**src/rtl/vme_cmd_sequencer_pkg.sv**
```systemverilog
// ---------------------------------------------------------------------------
// vme_seq_pkg
// Shared definitions for the VME command sequencer and its command FIFO.
//   VME_RD_BIT / VME_WR_BIT : command-word bits flagging a read or a write
//   VME_IDLE_MASK           : default pattern OR-ed into every command word
//   MAX_DATA_W              : widest data path a FIFO entry can carry
//   seq_state_t             : sequencer FSM states
//   cmd_entry_t             : one queued command {rd, cmd, data}
//   ENTRY_W                 : width of a flattened cmd_entry_t
// ---------------------------------------------------------------------------
package vme_seq_pkg;

  localparam int          VME_RD_BIT    = 25;
  localparam int          VME_WR_BIT    = 24;
  localparam logic [31:0] VME_IDLE_MASK = 32'h00A80000;

  // Entries are sized for the widest legal data path so the package does not
  // depend on the sequencer's DATA_W; narrower data is zero-extended on entry.
  localparam int MAX_DATA_W = 32;

  typedef enum logic [1:0] {
    IDLE,
    ISSUE,
    WAIT,
    RESULT
  } seq_state_t;

  typedef struct packed {
    logic                  rd;
    logic [15:0]           cmd;
    logic [MAX_DATA_W-1:0] data;
  } cmd_entry_t;

  localparam int ENTRY_W = $bits(cmd_entry_t);

endpackage

```
**src/rtl/vme_cmd_sequencer_fifo.sv**
```systemverilog
// ---------------------------------------------------------------------------
// vme_cmd_fifo
// Synchronous command FIFO with sticky overflow and synchronous flush.
//   i_clk, i_rst   : clock, asynchronous active-high reset
//   i_push, i_din  : enqueue one entry (dropped while full)
//   i_pop          : dequeue the head entry (ignored while empty)
//   i_flush        : empty the FIFO next cycle; beats a simultaneous push
//   o_dout         : current head entry, valid whenever o_count != 0
//   o_full         : occupancy equals DEPTH
//   o_count        : occupancy, 0..DEPTH
//   o_overflow     : sticky, set by any push attempted while full
// ---------------------------------------------------------------------------
module vme_cmd_fifo
  import vme_seq_pkg::*;
#(
  parameter int DEPTH = 16,
  parameter int AW    = 4,
  parameter int W     = ENTRY_W
) (
  input  logic          i_clk,
  input  logic          i_rst,
  input  logic          i_push,
  input  logic [W-1:0]  i_din,
  input  logic          i_pop,
  input  logic          i_flush,
  output logic [W-1:0]  o_dout,
  output logic          o_full,
  output logic [AW:0]   o_count,
  output logic          o_overflow
);

  localparam logic [AW:0] FullCount = (AW+1)'(DEPTH);

  logic [W-1:0]  r_mem [DEPTH];
  logic [AW-1:0] r_wrPtr;
  logic [AW-1:0] r_rdPtr;
  logic [AW:0]   r_count;
  logic          r_overflow;
  logic          w_doPush;
  logic          w_doPop;

  // A full FIFO refuses pushes even when a pop frees a slot in the same
  // cycle, which keeps the full/overflow decision independent of the reader.
  assign o_full   = (r_count == FullCount);
  assign w_doPush = i_push && !o_full && !i_flush;
  assign w_doPop  = i_pop && (r_count != '0);

  // Pointer, occupancy and overflow bookkeeping. Pointers are AW bits wide so
  // they wrap modulo DEPTH on their own. Flush drops everything by snapping the
  // read pointer onto the write pointer.
  always_ff @(posedge i_clk or posedge i_rst) begin
    if (i_rst) begin
      r_wrPtr    <= '0;
      r_rdPtr    <= '0;
      r_count    <= '0;
      r_overflow <= 1'b0;
    end else begin
      if (i_push && o_full) begin
        r_overflow <= 1'b1;
      end
      if (i_flush) begin
        r_rdPtr <= r_wrPtr;
        r_count <= '0;
      end else begin
        if (w_doPush) begin
          r_wrPtr <= r_wrPtr + 1'b1;
        end
        if (w_doPop) begin
          r_rdPtr <= r_rdPtr + 1'b1;
        end
        r_count <= r_count + (AW+1)'(w_doPush) - (AW+1)'(w_doPop);
      end
    end
  end

  // Storage array. It carries no reset since the pointers and count define
  // which slots hold meaningful data.
  always_ff @(posedge i_clk) begin
    if (w_doPush) begin
      r_mem[r_wrPtr] <= i_din;
    end
  end

  assign o_dout     = r_mem[r_rdPtr];
  assign o_count    = r_count;
  assign o_overflow = r_overflow;

endmodule

```
**src/rtl/vme_cmd_sequencer.sv**
```systemverilog
// ---------------------------------------------------------------------------
// vme_cmd_sequencer
// Queues VME read/write commands and issues them one at a time to the VME
// decode logic, returning one result per command.
//   i_clk, i_rst                       : clock, async active-high reset
//   i_push, i_push_rd, i_push_cmd,
//   i_push_data                        : enqueue a command (data unused for reads)
//   i_flush                            : discard queued (not in-flight) commands
//   o_full, o_count, o_overflow        : FIFO status
//   i_vme_cmd_rd                       : VME side can accept a command
//   i_vme_dat_wr, i_vme_dat_reg_out    : VME side result strobe and data
//   o_start, o_vme_cmd_reg,
//   o_vme_dat_reg_in                   : command strobe, command word, data word
//   o_res_valid, o_res_rd, o_res_cmd,
//   o_res_data, o_res_timeout          : result held until i_res_ack
//   i_res_ack                          : consume the current result
//   o_busy                             : command in flight or queue not empty
// ---------------------------------------------------------------------------
module vme_cmd_sequencer
  import vme_seq_pkg::*;
#(
  parameter int          DEPTH   = 16,
  parameter int          AW      = 4,
  parameter int          DATA_W  = 16,
  parameter logic [31:0] MASK    = VME_IDLE_MASK,
  parameter int          TIMEOUT = 255
) (
  input  logic              i_clk,
  input  logic              i_rst,
  input  logic              i_push,
  input  logic              i_push_rd,
  input  logic [15:0]       i_push_cmd,
  input  logic [DATA_W-1:0] i_push_data,
  input  logic              i_flush,
  output logic              o_full,
  output logic [AW:0]       o_count,
  output logic              o_overflow,
  input  logic              i_vme_cmd_rd,
  input  logic              i_vme_dat_wr,
  input  logic [31:0]       i_vme_dat_reg_out,
  output logic              o_start,
  output logic [31:0]       o_vme_cmd_reg,
  output logic [31:0]       o_vme_dat_reg_in,
  output logic              o_res_valid,
  output logic              o_res_rd,
  output logic [15:0]       o_res_cmd,
  output logic [DATA_W-1:0] o_res_data,
  output logic              o_res_timeout,
  input  logic              i_res_ack,
  output logic              o_busy
);

  // The WAIT state lasts at most TIMEOUT cycles; the counter starts at 0 in
  // the first WAIT cycle, so the last permitted cycle sees TIMEOUT-1.
  localparam logic [7:0] TimeoutLast = 8'(TIMEOUT - 1);

  seq_state_t        r_state;
  seq_state_t        w_nextState;
  logic              r_rd;
  logic [15:0]       r_cmd;
  logic [DATA_W-1:0] r_data;
  logic [7:0]        r_toCnt;
  logic              r_resRd;
  logic [15:0]       r_resCmd;
  logic [DATA_W-1:0] r_resData;
  logic              r_resTimeout;

  logic [ENTRY_W-1:0] w_pushEntry;
  logic [ENTRY_W-1:0] w_headBits;
  cmd_entry_t         w_head;
  logic               w_pop;
  logic               w_latch;
  logic               w_isTimeout;
  logic               w_unused;

  assign w_pushEntry = {i_push_rd, i_push_cmd, MAX_DATA_W'(i_push_data)};
  assign w_head      = cmd_entry_t'(w_headBits);

  // Bits above DATA_W in the FIFO entry and in the VME result bus are never
  // looked at; folding them here keeps them visibly intentional.
  assign w_unused = ^{w_head.data, i_vme_dat_reg_out};

  vme_cmd_fifo #(
    .DEPTH (DEPTH),
    .AW    (AW),
    .W     (ENTRY_W)
  ) u_fifo (
    .i_clk      (i_clk),
    .i_rst      (i_rst),
    .i_push     (i_push),
    .i_din      (w_pushEntry),
    .i_pop      (w_pop),
    .i_flush    (i_flush),
    .o_dout     (w_headBits),
    .o_full     (o_full),
    .o_count    (o_count),
    .o_overflow (o_overflow)
  );

  // Next-state and output decode. The command word is only meaningful in the
  // single ISSUE cycle; everywhere else the VME bus sees the idle mask. A
  // result strobe in the final WAIT cycle takes priority over the timeout.
  always_comb begin
    w_nextState      = r_state;
    w_pop            = 1'b0;
    w_latch          = 1'b0;
    w_isTimeout      = 1'b0;
    o_start          = 1'b0;
    o_vme_cmd_reg    = MASK;
    o_vme_dat_reg_in = '0;
    o_res_valid      = 1'b0;
    case (r_state)
      IDLE: begin
        if ((o_count != '0) && i_vme_cmd_rd) begin
          w_pop       = 1'b1;
          w_nextState = ISSUE;
        end
      end
      ISSUE: begin
        o_start       = 1'b1;
        o_vme_cmd_reg = {16'b0, r_cmd} | MASK;
        if (r_rd) begin
          o_vme_cmd_reg[VME_RD_BIT] = 1'b1;
        end else begin
          o_vme_cmd_reg[VME_WR_BIT] = 1'b1;
          o_vme_dat_reg_in          = 32'(r_data);
        end
        w_nextState = WAIT;
      end
      WAIT: begin
        if (i_vme_dat_wr) begin
          w_latch     = 1'b1;
          w_nextState = RESULT;
        end else if (r_toCnt == TimeoutLast) begin
          w_latch     = 1'b1;
          w_isTimeout = 1'b1;
          w_nextState = RESULT;
        end
      end
      RESULT: begin
        o_res_valid = 1'b1;
        if (i_res_ack) begin
          w_nextState = IDLE;
        end
      end
      default: begin
        w_nextState = IDLE;
      end
    endcase
  end

  // State register, in-flight command capture, timeout counter and result
  // capture. Reset drops any in-flight command without producing a result.
  always_ff @(posedge i_clk or posedge i_rst) begin
    if (i_rst) begin
      r_state      <= IDLE;
      r_rd         <= 1'b0;
      r_cmd        <= '0;
      r_data       <= '0;
      r_toCnt      <= '0;
      r_resRd      <= 1'b0;
      r_resCmd     <= '0;
      r_resData    <= '0;
      r_resTimeout <= 1'b0;
    end else begin
      r_state <= w_nextState;
      if (w_pop) begin
        r_rd   <= w_head.rd;
        r_cmd  <= w_head.cmd;
        r_data <= w_head.data[DATA_W-1:0];
      end
      if (r_state == ISSUE) begin
        r_toCnt <= '0;
      end else if (r_state == WAIT) begin
        r_toCnt <= r_toCnt + 8'd1;
      end
      if (w_latch) begin
        r_resRd      <= r_rd;
        r_resCmd     <= r_cmd;
        r_resTimeout <= w_isTimeout;
        if (w_isTimeout) begin
          r_resData <= '0;
        end else if (r_rd) begin
          r_resData <= i_vme_dat_reg_out[DATA_W-1:0];
        end else begin
          r_resData <= r_data;
        end
      end
    end
  end

  assign o_res_rd      = r_resRd;
  assign o_res_cmd     = r_resCmd;
  assign o_res_data    = r_resData;
  assign o_res_timeout = r_resTimeout;
  assign o_busy        = (r_state != IDLE) || (o_count != '0);

endmodule

```
**config.mk**
```make
export PLATFORM = sky130hd
export DESIGN_NAME = vme_cmd_sequencer
export DESIGN_NICKNAME = d
export VERILOG_FILES = /design/src/rtl/vme_cmd_sequencer_pkg.sv /design/src/rtl/vme_cmd_sequencer_fifo.sv /design/src/rtl/vme_cmd_sequencer.sv
export SDC_FILE = /design/constraint.sdc
export NUM_CORES = 1
export LEC_CHECK = 0
export ABC_AREA = 0
export CAP_MARGIN = 20
export CORE_MARGIN = 4
export CORE_UTILIZATION = 35
export CTS_CLUSTER_DIAMETER = 30
export CTS_CLUSTER_SIZE = 14
export DETAILED_ROUTE_END_ITERATION = 12
export HOLD_SLACK_MARGIN = 0.15
export PLACE_DENSITY = 0.55
export SKIP_LAST_GASP = 1
export SLEW_MARGIN = 15
export SYNTH_ARGS = -nofsm -noshare
export SYNTH_HDL_FRONTEND = slang
export SYNTH_SLANG_ARGS = --single-unit
```
**constraint.sdc**
```tcl
create_clock -name i_clk -period 4 [get_ports i_clk]
set_input_delay 1.2 -clock i_clk [delete_from_list [all_inputs] [get_ports i_clk]]
set_output_delay 1.2 -clock i_clk [all_outputs]
set_load 0.02 [all_outputs]
```
==> results.toml, run 1 <==
[power_and_ir_drop]
p_comb_share_pct = 24.2
p_per_area_mw_per_mm2 = 791
power_leakage_nw = 10.7
total_power_mw = 24.9
internal_power_mw = 17.7
clockPowerShare_pct = 41.7
vdd_ir_drop_max_uv = 470
p_switching_mw = 7.13
netSwitchingFraction_pct = 28.7
pwr-share-seq_pct = 34.2

[yosys]
ys_seq_area_share_pct = 74.5
synth_edf_count = 528
synthesis.area_sq_mm = 0.0243
yosysWarnings = 0
ys_ff_latch = 619
synth.distinct_cells = 48
avgSynthCellArea_sq_um = 20.2
dominantRegCellSynth = "edfxtp_1"
postSynth.asyncResetShare_pct = 14.7
synth_cells = 1205

[route]
dr.pass1.iters = 5
drc = 0
routed_wl_um = 58600
vias_per_cell = 5.03
final_antenna_net_count = 0
vias = 12500
wl_per_cell_um = 23.5
drtIter0Drc = 909

[cts]
clkSinkCount = 619
cts-buffers-inserted = 121
worstSkewPairLatency_ns = 0.66
clkSlewWorstSetupHoldPaths_ns = 0.04
cts_tree = "done"
cts-hold-fix-buffers = 0
cts_setup_buffers = 0
htreeDepth = 3
cts_root_buffer = "clkbuf_16"
cts_buffer_depth = 3

[worst_setup_path]
slowest_stage = "clkdlybuf4s50_1"
crit_type = "flop to primary output"
reg2reg_slack_ns = 1.06
slowest_delay_ns = 0.60
startpoint_type = "flop"
cp_data_arrival_time_ns = 2.65
required_ns = 2.80
crit_chain = "inv_1, ha_2, nor2b_1, buf_4, and2_1, clkdlybuf4s50_1"
cp_max_fo = 17
cp-end-kind = "primary output"

[hold_path]
hold_class = "flop to flop"

[timing]
skew_ns = 0.0275
slew_headroom_pct = 25.6
finalHoldViolCount = 0
finalCriticalPeriod_ns = 3.85
worst_pin_slew_ns = 1.12
fmax_mhz = 260
slew_violations = 0
fin_ws_ns = 0.148
setup-tns-final_ns = 0
finalSetupViolCount = 0
period_share_pct = 96.3

[die]
die_height_um = 272
die-area_sq_mm = 0.0738
num_rows = 96
start_util_pct = 35.4
core_area_sq_mm = 0.0687
io_pins = 180
die_w_um = 272

[finish]
multi_input_area_sq_mm = 0.00578
drive_gt1_share_pct = 30.6
syn_to_final_growth_pct = 29.3
seq_area_sq_mm = 0.0181
final_nets = 1542
fillers = 5839
antenna_cells = 0
finish.utilization_pct = 45.8

[global_route]
grt_max_degree = 67
antenna_found_initial = 2
overflow = 0
grt_pass1_vias = 13400
grtUsageTotal_pct = 15.9
grt_pass1_wl_um = 87500

[place]
place.gp.congestion = 0.717
post-place-ws_ns = 0.356
io_buffers = 133
dp_hpwl_um = 33200

[run]
drv_cap = 0

[run_status]
status = "finished, final reports clean"
## logic make-up after synthesis
family / after synthesis / share of synthesized area (%)
and+or+nand+nor: 100 / 2.33
DFF: 619 / 74.5
xor gates and xnor gates: 12 / 0.432
AOI/OAI and AO/OA: 137 / 3.52
adders and majority gates: 19 / 1.01
muxes: 203 / 15.4
buffers and inverters: 113 / 2.72
other: 2 / 0.0309
## power groups by stage
stage          clock, mW  combinational (mW)  sequential (mW)
3_5_place_dp           0                6.10             8.63
5_1_grt             10.9                6.48             8.60
6_report            10.4                6.00             8.50
3_3_place_gp           0                6.04             8.62
2_1_floorplan          0                4.12             8.34
4_1_cts             10.5                6.13             8.53
## synthesized netlist by cell type (7+ instances only)
master | instances | area share (%)
edfxtp_1 | 528 | 65
mux4_2 | 131 | 12
dfrtp_1 | 91 | 9.4
o22ai_1 | 66 | 1.7
mux2_2 | 50 | 2.3
a21oi_1 | 40 | 0.82
buf_4 | 36 | 1.1
and2_1 | 34 | 0.87
clkbuf_1 | 24 | 0.37
buf_2 | 21 | 0.43
mux2i_1 | 20 | 0.82
ha_1 | 18 | 0.93
inv_1 | 18 | 0.28
nor2_1 | 18 | 0.28
o2bb2ai_1 | 16 | 0.58
nand2_1 | 13 | 0.20
buf_6 | 10 | 0.46
o21ai_0 | 7 | 0.14
xor2_1 | 7 | 0.25
## worst max-delay path: cells and delay by family, from the launching register on
kind	cells	cell delay, ns
buffers and inverters	3	0.99
adder cells (fa/ha/maj)	1	0.29
AND/OR/NAND/NOR	2	0.32
flip-flops	1	0.40
## path summary, 6_finish.rpt
check	startpoint	cells past startpoint	to
min in group asynchronous	i_rst	2	u_fifo.o_count[3]
max in group asynchronous	i_rst	3	o_res_data[4]
min	u_fifo.o_overflow	1	u_fifo.o_overflow
min reg2reg	u_fifo.o_overflow	1	u_fifo.o_overflow
max reg2reg	u_fifo.o_count[2]	14	u_fifo.o_count[4]
max	r_state[1]	6	o_vme_dat_reg_in[15]
## stage by stage
step,instances,hold WS [ns],area [sq um]
2_1_floorplan,1233,0.487,24400
3_3_place_gp,2259,0.440,27200
3_5_place_dp,2259,0.459,27200
4_1_cts,2490,0.468,31400
5_1_grt,2490,0.484,31400
6_report,2490,0.461,31400
## cell usage in the layout, fill, tap and decap left out, drive strengths merged, types with 16 or more instances in the layout
master | synthesis | final
nor2 | 18 | 18
conb | 2 | 30
mux4 | 132 | 132
clkdlybuf4s50 | 0 | 133
buf | 70 | 56
a21oi | 40 | 40
and2 | 34 | 34
ha | 18 | 18
o2bb2ai | 16 | 16
inv | 19 | 30
clkinv | 0 | 44
edfxtp | 528 | 528
mux2i | 20 | 20
mux2 | 51 | 51
clkbuf | 24 | 143
dfrtp | 91 | 91
bufinv | 0 | 19
o22ai | 66 | 66
## area by class of cell
class	instances	share of cell area [%]
Clock buffer	143	10.3
Clock inverter	88	3.38
Inverter	19	0.235
Multi-Input combinational cell	501	18.4
Sequential cell	619	57.7
Tap cell	931	3.71
Timing Repair Buffer	189	6.33
## layer usage
| metal | vias to the layer above | part of all wire [%] | track usage, % |
|---|---|---|---|
| li1 | 5397 | - | - |
| met1 | 6644 | 44 | 21.5 |
| met2 | 382 | 49 | 25.9 |
| met3 | 98 | 5.9 | 3.94 |
| met4 | 2 | 2.0 | 4.26 |
| met5 | - | 0.024 | 0 |
## sequential cells by signal (all words and copies together) (netlist names)
register	flops
u_fifo.r_mem	528
o_res_cmd	16
o_res_data	16
r_cmd	16
r_data	16
r_toCnt	8
u_fifo.o_count	5
u_fifo.r_rdPtr	4
u_fifo.r_wrPtr	4
r_state	2
o_res_rd	1
o_res_timeout	1
r_rd	1
u_fifo.o_overflow	1
## repair_timing
item | 4_1_cts | 5_1_grt
gates resized for setup | 0 | 1
setup endpoints to repair | 0 | 16
endpoints found under the hold margin | 0 | 0
No activity file was read; power rests on OpenSTA's default activity.
==> run 2: changes to the inputs <==
--- a/config.mk
+++ b/config.mk
@@ -13,9 +13,10 @@
 export CTS_CLUSTER_SIZE = 14
 export DETAILED_ROUTE_END_ITERATION = 12
 export HOLD_SLACK_MARGIN = 0.15
-export PLACE_DENSITY = 0.55
+export PLACE_DENSITY = 0.54
 export SKIP_LAST_GASP = 1
 export SLEW_MARGIN = 15
 export SYNTH_ARGS = -nofsm -noshare
 export SYNTH_HDL_FRONTEND = slang
+export SYNTH_HIERARCHICAL = 1
 export SYNTH_SLANG_ARGS = --single-unit
==> results.toml, run 2 <==
[run_status]
status = "finished, final reports clean"

[route]
wl_per_cell_um = 22.2
vias = 13100
drc = 0
drtIter0Drc = 840
vias_per_cell = 4.97
routed_wl_um = 58800
final_antenna_net_count = 0
dr.pass1.iters = 5

[cts]
clkSlewWorstSetupHoldPaths_ns = 0.05
cts_buffer_depth = 3
htreeDepth = 3
cts_tree = "done"
cts_setup_buffers = 0
worstSkewPairLatency_ns = 0.65
cts-buffers-inserted = 117
cts_root_buffer = "clkbuf_16"
clkSinkCount = 619

[power_and_ir_drop]
pwr-share-seq_pct = 33.7
p_per_area_mw_per_mm2 = 776
netSwitchingFraction_pct = 30.1
vdd_ir_drop_max_uv = 420
p_switching_mw = 7.40
p_comb_share_pct = 25.7
power_leakage_nw = 11.2
clockPowerShare_pct = 40.6
internal_power_mw = 17.2

[place]
post-place-ws_ns = 0.309
io_buffers = 133
postPlaceCellArea_sq_mm = 0.0275
dp_hpwl_um = 33800
place.gp.congestion = 0.702

[finish]
largest_reg_flops = 528
fin_area_sq_mm = 0.0317
fillers = 6039
syn_to_final_growth_pct = 27.6
mostFrequentLayoutCells = "edfxtp_1, mux2i_1, clkdlybuf4s50_1"
drive_gt1_share_pct = 24.4
largest-register = "u_fifo/r_mem"
final_nets = 1686
final_common_cell = "edfxtp_1"

[yosys]
synthesis.area_sq_mm = 0.0248
synth_cells = 1374
yosysWarnings = 6
avgSynthCellArea_sq_um = 18.1

[worst_setup_path]
path_buf_inv = 3
reg2reg_slack_ns = 0.92
crit_type = "flop to primary output"
crit_cells = 6
cp_max_fo = 17
slowest_delay_ns = 0.62
cp-end-kind = "primary output"
worstSetupEndpoint = "o_vme_dat_reg_in[0]"
cp_data_arrival_time_ns = 2.59
required_ns = 2.80
startpoint_type = "flop"
slowest_stage = "clkdlybuf4s50_1"
r2r_cells = 6
rr_endpoint = "r_data[2]"
r2r-start = "u_fifo/r_rdPtr[1]"
crit_chain = "inv_1, ha_2, nor2b_1, buf_4, and2_1, clkdlybuf4s50_1"
crit_family = "buffers and inverters"
cp-startpoint = "r_state[1]"

[timing]
setup-tns-final_ns = 0
skew_ns = 0.0277
slew_headroom_pct = 28.4
rsz0062_at_grt = "no"
slew_violations = 0
finalCriticalPeriod_ns = 3.79
period_share_pct = 94.7
fin_ws_ns = 0.213
worst_pin_slew_ns = 1.07
fmax_mhz = 264
finalHoldViolCount = 0
finalSetupViolCount = 0

[hold_path]
hold_path_depth = 1
hold_class = "flop to flop"

[global_route]
grtUsageTotal_pct = 15.6
grt_max_degree = 49
grt_pass1_wl_um = 87100
overflow = 0
antenna_found_initial = 6
grt_pass1_vias = 13600

[die]
core_area_sq_mm = 0.0701
io_pins = 180
start_util_pct = 35.4
num_rows = 97
die_height_um = 274
die-area_sq_mm = 0.0753
die_w_um = 274

[run]
drv_cap = 0
run 2: layout make-up:
cell class | count | area, sq um | share of cell area [%]
Antenna cell | 3 | 7.51 | 0.0237
Clock buffer | 127 | 3050 | 9.63
Clock inverter | 97 | 1080 | 3.41
Inverter | 21 | 80.1 | 0.253
Multi-Input combinational cell | 644 | 6150 | 19.4
Sequential cell | 619 | 18100 | 57.2
Tap cell | 940 | 1180 | 3.71
Timing Repair Buffer | 192 | 2010 | 6.35
run 2: what timing repair did:
item / 4_1_cts / 5_1_grt
setup endpoints to repair: 0 / 16
hold buffers: 0 / 0
resized for setup: 0 / 1
run 2: stage by stage:
| step | cells | power, mW | util (%) | hold slack (ns) |
|---|---|---|---|---|
| after global placement | 2416 | 14.7 | 39.3 | 0.442 |
| after CTS | 2640 | 24.9 | 45.2 | 0.475 |
| after global routing | 2640 | 25.7 | 45.2 | 0.503 |
| final | 2643 | 24.6 | 45.2 | 0.467 |
| after floorplan | 1402 | 12.5 | - | 0.467 |
| after detailed placement | 2416 | 14.8 | 39.3 | 0.464 |
run 2: routing by layer:
| layer | GRT usage (%) | wire length (um) |
|---|---|---|
| met1 | 20.6 | 25500 |
| met3 | 3.87 | 3590 |
| met2 | 25.4 | 28500 |
| met4 | 5.12 | 1170 |
| met5 | 0 | 27 |
run 2: how the worst min path moves through the flow:
| stage | from | to | slack, ns |
|---|---|---|---|
| after global placement | u_fifo/o_overflow | u_fifo/o_overflow | 0.44 |
| after floorplan | r_toCnt[4] | r_toCnt[4] | 0.47 |
| after global routing | o_res_data[3] | o_res_data[3] | 0.50 |
| final | u_fifo/o_overflow | u_fifo/o_overflow | 0.47 |
| after detailed placement | u_fifo/o_overflow | u_fifo/o_overflow | 0.46 |
| after CTS | u_fifo/o_overflow | u_fifo/o_overflow | 0.47 |
run 2: power groups by stage:
stage                     Clock (mW)  Combinational, mW  Sequential, mW
after floorplan                    0               4.19            8.28
after global placement             0               6.30            8.39
after detailed placement           0               6.38            8.42
after CTS                       10.2               6.42            8.30
after global routing            10.5               6.83            8.38
final                           9.98               6.33            8.28
==> run 3: changes to the inputs <==
--- a/config.mk
+++ b/config.mk
@@ -12,10 +12,10 @@
 export CTS_CLUSTER_DIAMETER = 30
 export CTS_CLUSTER_SIZE = 14
 export DETAILED_ROUTE_END_ITERATION = 12
-export HOLD_SLACK_MARGIN = 0.15
+export HOLD_SLACK_MARGIN = 0.02
 export PLACE_DENSITY = 0.54
 export SKIP_LAST_GASP = 1
-export SLEW_MARGIN = 15
+export SLEW_MARGIN = 20
 export SYNTH_ARGS = -nofsm -noshare
 export SYNTH_HDL_FRONTEND = slang
 export SYNTH_HIERARCHICAL = 1
==> results of run 3 <==
No change in the layout: final DEF, timing and power equal those of run 2.
==> RTL edit 1, RTL diff (settings of run 3) <==
Reset style: synchronous (`i_rst`), changed in 2 clocked blocks. Comments in the files are not updated.
--- a/src/rtl/vme_cmd_sequencer_fifo.sv
+++ b/src/rtl/vme_cmd_sequencer_fifo.sv
@@ -48,7 +48,7 @@
   // Pointer, occupancy and overflow bookkeeping. Pointers are AW bits wide so
   // they wrap modulo DEPTH on their own. Flush drops everything by snapping the
   // read pointer onto the write pointer.
-  always_ff @(posedge i_clk or posedge i_rst) begin
+  always_ff @(posedge i_clk) begin
     if (i_rst) begin
       r_wrPtr    <= '0;
       r_rdPtr    <= '0;
--- a/src/rtl/vme_cmd_sequencer.sv
+++ b/src/rtl/vme_cmd_sequencer.sv
@@ -151,7 +151,7 @@
 
   // State register, in-flight command capture, timeout counter and result
   // capture. Reset drops any in-flight command without producing a result.
-  always_ff @(posedge i_clk or posedge i_rst) begin
+  always_ff @(posedge i_clk) begin
     if (i_rst) begin
       r_state      <= IDLE;
       r_rd         <= 1'b0;
Behaviour: differs if i_rst is asserted again (counterexample within 4 cycles, from zero or initial values and one cycle with i_rst high); with i_rst held inactive, the same outputs for 4 cycles.
==> RTL edit 1 against run 3 <==
Routed wire length decreased by 2.7%. Worst setup slack better by 0.057 ns. Design area is 2.4% lower. Sequential cell count is 4 higher. Area after synthesis fell by 1.9%. Clock skew fell by 0.0056 ns. Synthesized cell count down 2.0%. Critical path type unchanged. Largest cell class unchanged. Highest routed layer unchanged.
Power is not compared: it rests on default switching activity, and its combinational part moved more than twofold at a synthesized area within 25%.
==> RTL edit 1: results <==
export IMPL_gp_congestion=0.7064
export IMPL_avgRoutedWirePerCell_um=22.11
export IMPL_timing_rr_end="u_fifo/o_count[4]"
export IMPL_fillCellCount=5855
export IMPL_nets=1645
export IMPL_pre_cts_ws_ns=0.2472
export IMPL_h_tree_depth=3
export IMPL_hpwlAfterDp_mm=32.42
export IMPL_timing_rr_start="u_fifo/o_count[2]"
export IMPL_holdCritStartpoint="o_res_data[15]"
export IMPL_r2r_slack_ns=0.85
export IMPL_final_layout_size_suffix_gt1_frac=0.2532
export IMPL_finClkSkew_ns=0.02209
export IMPL_crit_fanout=5
export IMPL_cts_made_buffers=115
export IMPL_status="completed"
export IMPL_worst_pin_slew_ns=0.8597
export IMPL_antenna_found_initial=2
export IMPL_arrival_ns=2.53
export IMPL_grt_max_degree=52
export IMPL_holdPathEnd="o_res_data[15]"
export IMPL_drt_iter0_drc=868
export IMPL_avgSynthCellArea_um2=18.10
export IMPL_r2r_cells=14
export IMPL_antenna_cells=0
export IMPL_via_count=12927
-- RTL edit 1: worst max path at each step --
stage / from / to / slack (ns) / cells after the start
after floorplan: i_flush / u_fifo/r_mem[4][0] / -1.34 / 3
after global placement: i_vme_cmd_rd / u_fifo/o_count[4] / 0.28 / 13
after detailed placement: i_push / u_fifo/o_count[4] / 0.25 / 12
after CTS: r_state[0] / o_busy / 0.01 / 6
after global routing: r_state[0] / o_busy / 0.1 / 6
final: r_state[0] / o_busy / 0.27 / 6
-- RTL edit 1: cell type report --
cell class	count	area share
Multi-Input combinational cell	611	0.1969
Timing Repair Buffer	179	0.06091
Sequential cell	623	0.5742
Clock inverter	85	0.02908
Tap cell	931	0.03765
Inverter	24	0.002912
Clock buffer	133	0.09828
-- RTL edit 1: through the flow --
step	std cells	setup TNS (ns)	instance area, µm²	power, mW	hold slack, ns
2_1_floorplan	1374	-185.71	24490	7.812	0.4441
3_3_place_gp	2368	0	26990	8.132	0.4469
3_5_place_dp	2368	0	26990	8.147	0.4483
4_1_cts	2586	0	30930	17.82	0.4648
5_1_grt	2586	0	30940	18.22	0.4749
6_report	2586	0	30940	17.63	0.4606
-- RTL edit 1: power by group --
part           internal, mW  switching [mW]
Clock                  6.44            3.17
Combinational         0.353           0.499
Sequential             7.12          0.0495
Total                  13.9            3.72
-- RTL edit 1: repair_timing --
item                                    CTS  global route
gates resized for setup                   0             1
hold buffers                              0             0
endpoints found under the setup margin    0             1
-- RTL edit 1: worst max-delay path, stage by stage (launching register included) --
cell	delay [ns]
dfxtp_1	0.32
inv_1	0.12
ha_1	0.23
inv_1	0.09
nor4_2	0.48
inv_1	0.09
clkdlybuf4s50_1	0.56
-- RTL edit 1: metal layers --
| metal | routed length, µm | up-vias | global-route usage |
|---|---|---|---|
| met5 | 27 | - | 0 |
| met2 | 27620 | 325 | 0.2539 |
| met4 | 1110 | 4 | 0.04982 |
| li1 | - | 5741 | - |
| met1 | 25350 | 6765 | 0.2080 |
| met3 | 3085 | 92 | 0.03374 |
==> RTL edit 2, RTL diff (settings of run 3) <==
Made on the original files. Set the package constant `MAX_DATA_W` to 16 (it was 32).
--- a/src/rtl/vme_cmd_sequencer_pkg.sv
+++ b/src/rtl/vme_cmd_sequencer_pkg.sv
@@ -16,7 +16,7 @@
 
   // Entries are sized for the widest legal data path so the package does not
   // depend on the sequencer's DATA_W; narrower data is zero-extended on entry.
-  localparam int MAX_DATA_W = 32;
+  localparam int MAX_DATA_W = 16;
 
   typedef enum logic [1:0] {
     IDLE,
Formal check against the unedited RTL: no difference found for any inputs over 4 cycles, from zero or initial values and one cycle with i_rst high; that may be too few to reach the edited logic, so the function may still have changed.
==> RTL edit 2 against run 3 <==
Utilization about the same. Area after synthesis is 0.40% lower. Design area shrank 0.28%. Sequential cell count did not move. Combinational power barely moved. Worst setup slack improved by 0.0066 ns. Clock skew is 0.00060 ns higher. Routed wire length down 2.4%. Total power up 0.10%. Sequential share of layout area increased by 0.16 points. Highest routed layer is now met4.
==> RTL edit 2: results <==
export IMPL_dp_cells=2411
export IMPL_antenna_found_initial=3
export IMPL_hpwlAfterDp_mm=34.11
export IMPL_syn_inst=1356
export IMPL_pre_cts_ws_ns=0.3331
export IMPL_crit_fanout=17
export IMPL_largest_register_ffs=528
export IMPL_r2r_cells=14
export IMPL_max_stage_delay_ns=0.64
export IMPL_final_layout_size_suffix_gt1_frac=0.2300
export IMPL_grt_pass1_wl_mm=85.88
export IMPL_grt_usage=0.1528
export IMPL_cts_buffer_depth=3
export IMPL_status="completed"
export IMPL_registers_top_by_ff_count="u_fifo/r_mem"
export IMPL_gp_congestion=0.7223
export IMPL_h_tree_depth=3
export IMPL_grt_max_degree=78
export IMPL_cp_top_family="buffers and inverters"
export IMPL_post_cts_resized=0
export IMPL_nets=1683
export IMPL_arrival_ns=2.58
export IMPL_cp_slowest_cell="clkdlybuf4s50_1"
export IMPL_synthDistinctLibCells=46
export IMPL_hold_depth=1
export IMPL_cts_made_buffers=119
export IMPL_clk_latency_ns=0.65
export IMPL_ys_warnings_count=6
export IMPL_cts_setup_buffers=0
export IMPL_async_flop_share=0.1470
export IMPL_grt_pass1_vias=13608
export IMPL_drtPass1Iterations=5
export IMPL_hp_class="flip-flop to flip-flop"
export IMPL_synth_area_leaders="edfxtp_1 64%, dfrtp_1 9.2%, mux2i_1 6.1%"
export IMPL_synth_top_cells_by_count="528 x edfxtp_1, 151 x mux2i_1, 101 x a22oi_1"
export IMPL_avgRoutedWirePerCell_um=21.75
export IMPL_peakVddDrop_mv=0.4643
export IMPL_slew_headroom=0.3535
export IMPL_via_count=12991
export IMPL_clkSlewWorstSetupHoldPaths_ns=0.04
export IMPL_viasPerCell=4.925
export IMPL_ys_flop_type="edfxtp_1"
export IMPL_finClkSkew_ns=0.02832
export IMPL_switching_power_mw=7.282
export IMPL_drt_iter0_drc=837
export IMPL_leakagePower_nw=11.19
export IMPL_place_area_mm2=0.02744
RTL edit 2: layout make-up:
class,count,area (µm²)
repair buffers,187,1912
multi-input cells,644,6138
diodes,2,5.005
clock inverters,84,1040
inverters,21,80.08
fillers,6039,38430
flip-flops and latches,619,18140
well taps,940,1176
clock buffers,141,3112
RTL edit 2: power by group through the flow:
| stage | combinational [mW] | clock (mW) | sequential (mW) |
|---|---|---|---|
| finish | 6.31 | 10.1 | 8.25 |
| floorplan | 4.11 | 0 | 8.27 |
| detailed placement | 6.37 | 0 | 8.37 |
| global placement | 6.31 | 0 | 8.35 |
| global route | 6.78 | 10.6 | 8.33 |
| CTS | 6.38 | 10.3 | 8.26 |
RTL edit 2: kinds of logic after synthesis:
family	after synthesis	share of synthesized area
compound gates	146	0.04385
xor+xnor	10	0.003540
fa+ha+maj	19	0.009914
buf+inv	121	0.02994
flops	619	0.7330
mux	267	0.1439
other cells	2	0.0003036
simple gates	172	0.03551
RTL edit 2: worst paths after layout:
| check | startpoint | to | slack, ns |
|---|---|---|---|
| worst max register to register | u_fifo/o_count[0] | u_fifo/o_count[4] | 0.95 |
| worst min register to register | u_fifo/o_overflow | u_fifo/o_overflow | 0.46 |
| worst min-delay path | u_fifo/o_overflow | u_fifo/o_overflow | 0.46 |
| worst max-delay path | r_state[1] | o_vme_dat_reg_in[13] | 0.22 |
| max in group asynchronous | i_rst | u_fifo/r_rdPtr[0] | 2.55 |
| min in group asynchronous | i_rst | o_res_cmd[14] | 0.98 |
RTL edit 2: routing by layer:
metal	wire (µm)	vias to the layer above	track usage	part of all wire
li1	-	5834	-	-
met4	1118	0	0.04971	0.019
met2	27530	362	0.2472	0.48
met1	25130	6715	0.2046	0.44
met5	0	-	0	0
met3	3592	80	0.03675	0.063
